**src/rtl/spmv_y_packer_if.sv**
```systemverilog
// Bus bundle for spmv_y_packer: job config, fp64 dot-result input stream, packed y output stream.
// The slave modport is the packer's view; the master modport is the job/stream driver's view.
interface spmv_y_packer_if #(
  parameter int unsigned LANES = 8
);
  logic [31:0]         cfg_rows;
  logic                cfg_valid;
  logic                cfg_ready;

  logic [63:0]         S_AXIS_DOT_tdata;
  logic                S_AXIS_DOT_tvalid;
  logic                S_AXIS_DOT_tready;

  logic [64*LANES-1:0] M_AXIS_Y_tdata;
  logic [8*LANES-1:0]  M_AXIS_Y_tkeep;
  logic                M_AXIS_Y_tlast;
  logic                M_AXIS_Y_tvalid;
  logic                M_AXIS_Y_tready;

  logic                busy;
  logic                done;

  modport slave (
    input  cfg_rows, cfg_valid, S_AXIS_DOT_tdata, S_AXIS_DOT_tvalid, M_AXIS_Y_tready,
    output cfg_ready, S_AXIS_DOT_tready, M_AXIS_Y_tdata, M_AXIS_Y_tkeep, M_AXIS_Y_tlast,
           M_AXIS_Y_tvalid, busy, done
  );

  modport master (
    output cfg_rows, cfg_valid, S_AXIS_DOT_tdata, S_AXIS_DOT_tvalid, M_AXIS_Y_tready,
    input  cfg_ready, S_AXIS_DOT_tready, M_AXIS_Y_tdata, M_AXIS_Y_tkeep, M_AXIS_Y_tlast,
           M_AXIS_Y_tvalid, busy, done
  );
endinterface

```
**src/rtl/spmv_y_packer.sv**
```systemverilog
// Packs a job's stream of fp64 dot results into LANES-wide y-vector beats, tagging the
// final (possibly partial, zero-padded) beat with tlast and pulsing done when it is accepted.
module spmv_y_packer #(
  parameter int unsigned LANES = 8
) (
  input logic              clk,
  input logic              rstn,
  spmv_y_packer_if.slave   bus
);

  localparam int unsigned DataW = 64 * LANES;
  localparam int unsigned KeepW = 8 * LANES;
  localparam int unsigned LaneW = $clog2(LANES);

  typedef enum logic [1:0] {StIdle, StCollect, StDrain} state_e;

  state_e             state_q, state_d;
  logic               init_q;
  logic [31:0]        rem_q, rem_d;
  logic [LaneW-1:0]   lane_q, lane_d;
  logic [DataW-1:0]   buf_q, buf_d, odata_q, odata_d;
  logic [KeepW-1:0]   keep_q, keep_d, okeep_q, okeep_d;
  logic               olast_q, olast_d;
  logic               ovalid_q, ovalid_d;
  logic               done_q, done_d;
  logic               cfg_fire, in_fire, out_fire;

  // cfg_ready stays low until the first clock after reset release.
  assign bus.cfg_ready         = init_q && (state_q == StIdle);
  assign bus.S_AXIS_DOT_tready = (state_q == StCollect) && (!ovalid_q || bus.M_AXIS_Y_tready);

  assign cfg_fire = bus.cfg_valid && bus.cfg_ready;
  assign in_fire  = bus.S_AXIS_DOT_tvalid && bus.S_AXIS_DOT_tready;
  assign out_fire = ovalid_q && bus.M_AXIS_Y_tready;

  assign bus.M_AXIS_Y_tdata  = odata_q;
  assign bus.M_AXIS_Y_tkeep  = okeep_q;
  assign bus.M_AXIS_Y_tlast  = olast_q;
  assign bus.M_AXIS_Y_tvalid = ovalid_q;
  assign bus.busy            = (state_q != StIdle);
  // Zero-row jobs pulse via done_q; normal jobs pulse in the cycle the tlast beat is taken.
  assign bus.done            = done_q || (state_q == StDrain && out_fire && olast_q);

  always_comb begin
    state_d  = state_q;
    rem_d    = rem_q;
    lane_d   = lane_q;
    buf_d    = buf_q;
    keep_d   = keep_q;
    odata_d  = odata_q;
    okeep_d  = okeep_q;
    olast_d  = olast_q;
    ovalid_d = ovalid_q && !out_fire;
    done_d   = 1'b0;

    unique case (state_q)
      StIdle: begin
        if (cfg_fire) begin
          rem_d  = bus.cfg_rows;
          lane_d = '0;
          buf_d  = '0;
          keep_d = '0;
          if (bus.cfg_rows == 32'd0) begin
            done_d = 1'b1;
          end else begin
            state_d = StCollect;
          end
        end
      end
      StCollect: begin
        if (in_fire) begin
          buf_d[64*lane_q +: 64] = bus.S_AXIS_DOT_tdata;
          keep_d[8*lane_q +: 8]  = 8'hFF;
          lane_d = lane_q + 1'b1;
          rem_d  = rem_q - 32'd1;
          if (lane_q == LaneW'(LANES - 1) || rem_q == 32'd1) begin
            odata_d  = buf_d;
            okeep_d  = keep_d;
            olast_d  = (rem_q == 32'd1);
            ovalid_d = 1'b1;
            buf_d    = '0;
            keep_d   = '0;
            if (rem_q == 32'd1) begin
              state_d = StDrain;
            end
          end
        end
      end
      StDrain: begin
        if (out_fire && olast_q) begin
          state_d = StIdle;
        end
      end
      default: state_d = StIdle;
    endcase
  end

  always_ff @(posedge clk or negedge rstn) begin
    if (!rstn) begin
      state_q  <= StIdle;
      init_q   <= 1'b0;
      rem_q    <= '0;
      lane_q   <= '0;
      buf_q    <= '0;
      keep_q   <= '0;
      odata_q  <= '0;
      okeep_q  <= '0;
      olast_q  <= 1'b0;
      ovalid_q <= 1'b0;
      done_q   <= 1'b0;
    end else begin
      state_q  <= state_d;
      init_q   <= 1'b1;
      rem_q    <= rem_d;
      lane_q   <= lane_d;
      buf_q    <= buf_d;
      keep_q   <= keep_d;
      odata_q  <= odata_d;
      okeep_q  <= okeep_d;
      olast_q  <= olast_d;
      ovalid_q <= ovalid_d;
      done_q   <= done_d;
    end
  end

endmodule

```
**src/flat_wrapper.sv**
```systemverilog
// flat-port wrapper written by rule: the top's interface ports become plain ports
module spmv_y_packer_flat 
#(
  parameter int unsigned LANES = 8
)
  (clk, rstn, bus_cfg_rows, bus_cfg_valid, bus_S_AXIS_DOT_tdata, bus_S_AXIS_DOT_tvalid, bus_M_AXIS_Y_tready, bus_cfg_ready, bus_S_AXIS_DOT_tready, bus_M_AXIS_Y_tdata, bus_M_AXIS_Y_tkeep, bus_M_AXIS_Y_tlast, bus_M_AXIS_Y_tvalid, bus_busy, bus_done);
  spmv_y_packer_if #(.LANES(LANES)) bus_i ();
  input logic clk;
  input logic rstn;
  input wire logic [$bits(bus_i.cfg_rows)-1:0] bus_cfg_rows;
  input wire logic [$bits(bus_i.cfg_valid)-1:0] bus_cfg_valid;
  input wire logic [$bits(bus_i.S_AXIS_DOT_tdata)-1:0] bus_S_AXIS_DOT_tdata;
  input wire logic [$bits(bus_i.S_AXIS_DOT_tvalid)-1:0] bus_S_AXIS_DOT_tvalid;
  input wire logic [$bits(bus_i.M_AXIS_Y_tready)-1:0] bus_M_AXIS_Y_tready;
  output wire logic [$bits(bus_i.cfg_ready)-1:0] bus_cfg_ready;
  output wire logic [$bits(bus_i.S_AXIS_DOT_tready)-1:0] bus_S_AXIS_DOT_tready;
  output wire logic [$bits(bus_i.M_AXIS_Y_tdata)-1:0] bus_M_AXIS_Y_tdata;
  output wire logic [$bits(bus_i.M_AXIS_Y_tkeep)-1:0] bus_M_AXIS_Y_tkeep;
  output wire logic [$bits(bus_i.M_AXIS_Y_tlast)-1:0] bus_M_AXIS_Y_tlast;
  output wire logic [$bits(bus_i.M_AXIS_Y_tvalid)-1:0] bus_M_AXIS_Y_tvalid;
  output wire logic [$bits(bus_i.busy)-1:0] bus_busy;
  output wire logic [$bits(bus_i.done)-1:0] bus_done;
  assign bus_i.cfg_rows = bus_cfg_rows;
  assign bus_i.cfg_valid = bus_cfg_valid;
  assign bus_i.S_AXIS_DOT_tdata = bus_S_AXIS_DOT_tdata;
  assign bus_i.S_AXIS_DOT_tvalid = bus_S_AXIS_DOT_tvalid;
  assign bus_i.M_AXIS_Y_tready = bus_M_AXIS_Y_tready;
  assign bus_cfg_ready = bus_i.cfg_ready;
  assign bus_S_AXIS_DOT_tready = bus_i.S_AXIS_DOT_tready;
  assign bus_M_AXIS_Y_tdata = bus_i.M_AXIS_Y_tdata;
  assign bus_M_AXIS_Y_tkeep = bus_i.M_AXIS_Y_tkeep;
  assign bus_M_AXIS_Y_tlast = bus_i.M_AXIS_Y_tlast;
  assign bus_M_AXIS_Y_tvalid = bus_i.M_AXIS_Y_tvalid;
  assign bus_busy = bus_i.busy;
  assign bus_done = bus_i.done;
  spmv_y_packer #(.LANES(LANES)) u_core (.clk(clk), .rstn(rstn), .bus(bus_i));
endmodule
```
**config.mk**
```make
export PLATFORM = sky130hd
export DESIGN_NAME = spmv_y_packer_flat
export DESIGN_NICKNAME = d
export VERILOG_FILES = /design/src/rtl/spmv_y_packer_if.sv /design/src/rtl/spmv_y_packer.sv /design/src/flat_wrapper.sv
export SDC_FILE = /design/constraint.sdc
export NUM_CORES = 2
export LEC_CHECK = 0
export ABC_AREA = 1
export CORE_MARGIN = 10
export CORE_UTILIZATION = 50
export CTS_BUF_LIST = sky130_fd_sc_hd__clkbuf_4
export DETAILED_ROUTE_END_ITERATION = 10
export GPL_TIMING_DRIVEN = 0
export PLACE_DENSITY = 0.73
export SLEW_MARGIN = 5
export SYNTH_ARGS = -nofsm -noshare
export SYNTH_HDL_FRONTEND = slang
export SYNTH_SLANG_ARGS = --single-unit
```
**constraint.sdc**
```tcl
create_clock -name clk -period 2.5 [get_ports clk]
set_input_delay 0.5 -clock clk [delete_from_list [all_inputs] [get_ports clk]]
set_output_delay 0.5 -clock clk [all_outputs]
set_load 0.01 [all_outputs]
```
==> results list <==
* Result of the run: finished, violations left
- The final reports fail on negative setup slack.
- Maximum number of pins on one net before global-route repair: about 170
- Area growth from synthesis to layout: 27.8%
- In this run the deepest clock path goes through 4 buffers.
* Arrival time at the worst endpoint: ~2.2 ns
- Total power divided by cell area: approximately 1000 nW/um^2
- Total Nets Final: around 7,000
- Cell area reported after detailed placement: 58,700 um^2
- Based on the critical path, the design can be clocked at up to between 0.3 and 0.4 GHz.
- Part of the cycle the worst path needs: 1.07
- Summed over all layers, the global routing overflow is 0.
* Final setup slack of the worst path: -0.171 ns
- Element type at the critical path end: primary output
- Average via count per standard cell: between 5 and 6
* Placement-stage worst setup slack: -1.42 ns
- Number of cells after detailed placement: 7,751
- The synthesized design contains 1,193 register bits.
- After the flow finishes, the layout carries non-filler instances totaling around 8,400.
- In this run the most used layer during global routing was met2.
* Worst Setup SP: u_core.state_q[0]
- At the later pin of the worst-skew pair, clock insertion delay measures 1.29 ns.
- The initial antenna violation count was 13.
* Ratio of cells with drive above 1 in the final layout: 0.155
* CTS clk-pin slew, worst paths: approximately 0.060 ns
- Fraction of the yosys area taken by sequential cells: 0.597
* Final critical delay including setup and external delays: 2.67 ns
- Max-slew headroom at the worst pin: 0.341
- Met3 layer usage reported by global route: 0.102
- Worst-Margin Slew: between 0.9 and 1 ns
- Of the post-synthesis cell area, the dominant cell type holds 0.597.
* Initial DRT Pass Iterations: 8
* Routed length per instance: between 20 and 25 um
- CTS H-Tree Depth: 5
* R2r setup slk: 0 ns
- The worst hold path begins at bus_cfg_rows[1].
- Unrepaired setup endpoints after global routing: yes
* Clock tree from TritonCTS: yes
- The die covers ~110,000 um^2.
* Maximum fanout encountered on the critical timing path: 2
- The worst setup path is launched from a register.
- Cell types occupying the most area after synthesis: dfrtp_1 (60%), nand2_1 (16%), o21ai_0 (10%)
* Filler Cells Inserted: between 8,000 and 9,000
* Antenna-violating nets left: 0
- Detailed Place HPWL: ~140,000 um
- In this run, CTS created clock tree buffers numbering about 330.
* Initial standard-cell utilization of the core: 0.506
- DRT iter0 DRCs: 5,823
* Max VDD drop: 0.643 mV
- Dividing the synthesized area by the synthesized cell count gives just under 9 um^2.
- During synthesis, Yosys emitted a total of 0 warnings.
- Overall routed net length: about 200,000 um
- In the global route stage, met1 resource usage came out at 0.439.
- Area of the mapped netlist: 50,000 um^2
- Number of library cell types mapped by synthesis: 32
- At the worst endpoint, the required time is ~2 ns.
- In this run the critical register-to-register path is launched from u_core.lane_q[0].
* Hold Violations, Final: 0
- Count of final max-slew check failures: 0
- The worst hold path belongs to the class in2reg.
- Floorplan die width: between 300 and 400 um
- The design draws between 60,000 and 70,000 uW.
- Setup-violating endpoint count in the final report: 4
- The number of nets in the synthesized netlist is between 5,000 and 6,000.
- Across the run, the number of max-cap violations was 0.
* Via count of the first global-routing pass: 46,700
* Standby leakage power: 0.0314 uW
- Counting every sink on the clock net gives 1,193.
* Final Wtd Congestion: between 0.9 and 1
- Core box area: around 99,000 um^2
- For this design the top-level I/O count stands at a little under 700.
* Final Instance Area: between 60,000 and 70,000 um^2
- The tree is rooted in a clkbuf_4.
* Global-route wire length before repair: 293,000 um
- Cell Rows: 115
- Input and output buffers added on the ports amount to slightly below 700.
- Via Count: 48,000
* Number of remaining DRC errors: 0
* Skew final: 0.116 ns
- Number of cells produced by synthesis: around 5,800
- Library cell with the largest summed area after synthesis: dfrtp_1
* Overall fraction of global-route tracks in use: 0.345
- In the global route stage, met2 resource usage came out at 0.519.
- Hold timing on the final database bottoms out at a slack of approximately 0.065 ns.
* Kind of critical path: reg2out
- Vertical die dimension: approximately 340 um
cells in the mapped netlist, drive strengths merged:
cell	n
nand2	2072
clkinv	1
o31ai	1
nand4	4
nor3	3
o22ai	11
buf	196
dfrtp	1193
a22oi	132
or2	11
ha	7
xor2	1
conb	1
clkbuf	208
o21bai	1
a21oi	109
o21ai	1217
nand3b	1
inv	147
and3	1
o211ai	4
nand3	166
nor2	288
cells by family (layout without fill, tap and decap cells):
kind of cell | count (synthesis) | count (layout) | share of synthesized area
xor+xnor | 1 | 1 | 0.000175
fa+ha+maj | 7 | 7 | 0.00175
compound gates | 1475 | 1475 | 0.155
other cells | 1 | 16 | 0.0000750
simple gates | 2546 | 2546 | 0.197
flops | 1193 | 1193 | 0.597
buf+inv | 552 | 1843 | 0.0494
cell usage in the layout (no fill, tap or decap), types with 9 or more instances in the layout:
cell type	netlist	layout
clkbuf_4	0	504
a21oi_1	109	109
a22oi_1	132	109
buf_6	21	44
diode_2	0	15
buf_8	0	9
buf_2	148	113
nand2_1	2070	2065
clkinv_1	1	45
a22oi_2	0	23
o22ai_1	11	11
inv_2	6	9
nor2_4	2	9
clkdlybuf4s15_2	0	58
o21ai_1	184	263
clkbuf_1	205	45
clkdlybuf4s15_1	0	161
clkbuf_2	3	126
nor2_2	4	12
dlygate4sd3_1	0	25
dlygate4sd2_1	0	345
or2_2	11	11
o21ai_2	0	18
clkdlybuf4s50_1	0	99
nand3_1	166	161
buf_4	14	77
o21ai_0	1033	935
nor2_1	282	267
dfrtp_1	1193	1176
dfrtp_2	0	17
inv_1	141	136
cell type report:
class	count	area (um^2)	share of cell area
clock inverter	62	280	0.00438
timing repair inverter	1	8.76	0.000137
clock buffer	477	3580	0.0560
tap	1287	1610	0.0252
buffer	400	2580	0.0404
timing repair buffer	755	7280	0.114
sequential	1193	29900	0.467
antenna	15	37.5	0.000587
multi-input combinational	4030	18100	0.283
inverter	148	598	0.00935
worst paths after layout:
check / endpoint / cells past startpoint
min in group asynchronous: u_core.rem_q[19] / 3
worst max register to register: u_core.bus.M_AXIS_Y_tdata[424] / 12
worst min-delay path: u_core.rem_q[1] / 3
worst max-delay path: bus_cfg_ready / 5
worst min register to register: u_core.bus.M_AXIS_Y_tdata[256] / 2
max in group asynchronous: u_core.bus.M_AXIS_Y_tdata[169] / 5
critical path, cell delays in order (launching register included):
cell and delay (ns):
dfrtp_1 0.41, buf_6 0.14, nor2_4 0.10, inv_2 0.06, nor2_4 0.12, buf_6 0.12
per-stage QoR:
stage,TNS (ns),util
after global routing,-3.73,0.647
after detailed placement,-872.84,0.593
after CTS,-0.660,0.642
after floorplan,0,-
final,-0.453,0.647
after global placement,-,0.591
per-layer routing:
metal,vias up,part of all wire
met5,-,0.00013
met1,23400,0.38
met2,2744,0.44
met3,578,0.11
met4,4,0.064
li1,21300,-
timing repair:
item	in CTS	in global routing
buffers inserted	30	8
endpoints found under the setup margin	1725	1615
endpoints found under the hold margin	718	0
gates cloned	1	3
hold buffers	25	0
pin swaps	14	6
gates resized for setup	1264	283
sequential cells by signal, summed over array words and instances (netlist names), 2 cells and up:
signal                     count
u_core.bus.M_AXIS_Y_tkeep     64
u_core.keep_q                 64
u_core.buf_q                 512
u_core.lane_q                  3
u_core.state_q                 2
u_core.bus.M_AXIS_Y_tdata    512
u_core.rem_q                  32
power by group:
| group | switching (uW) | leakage (uW) | total [uW] | internal [uW] |
|---|---|---|---|---|
| Combinational | 16400 | 0.0126 | 23400 | 6940 |
| Clock | 8390 | 0.00234 | 17200 | 8780 |
| Sequential | 2320 | 0.0165 | 25400 | 23000 |
| Total | 27100 | 0.0314 | 65900 | 38800 |
No activity file was read; power rests on OpenSTA's default activity.
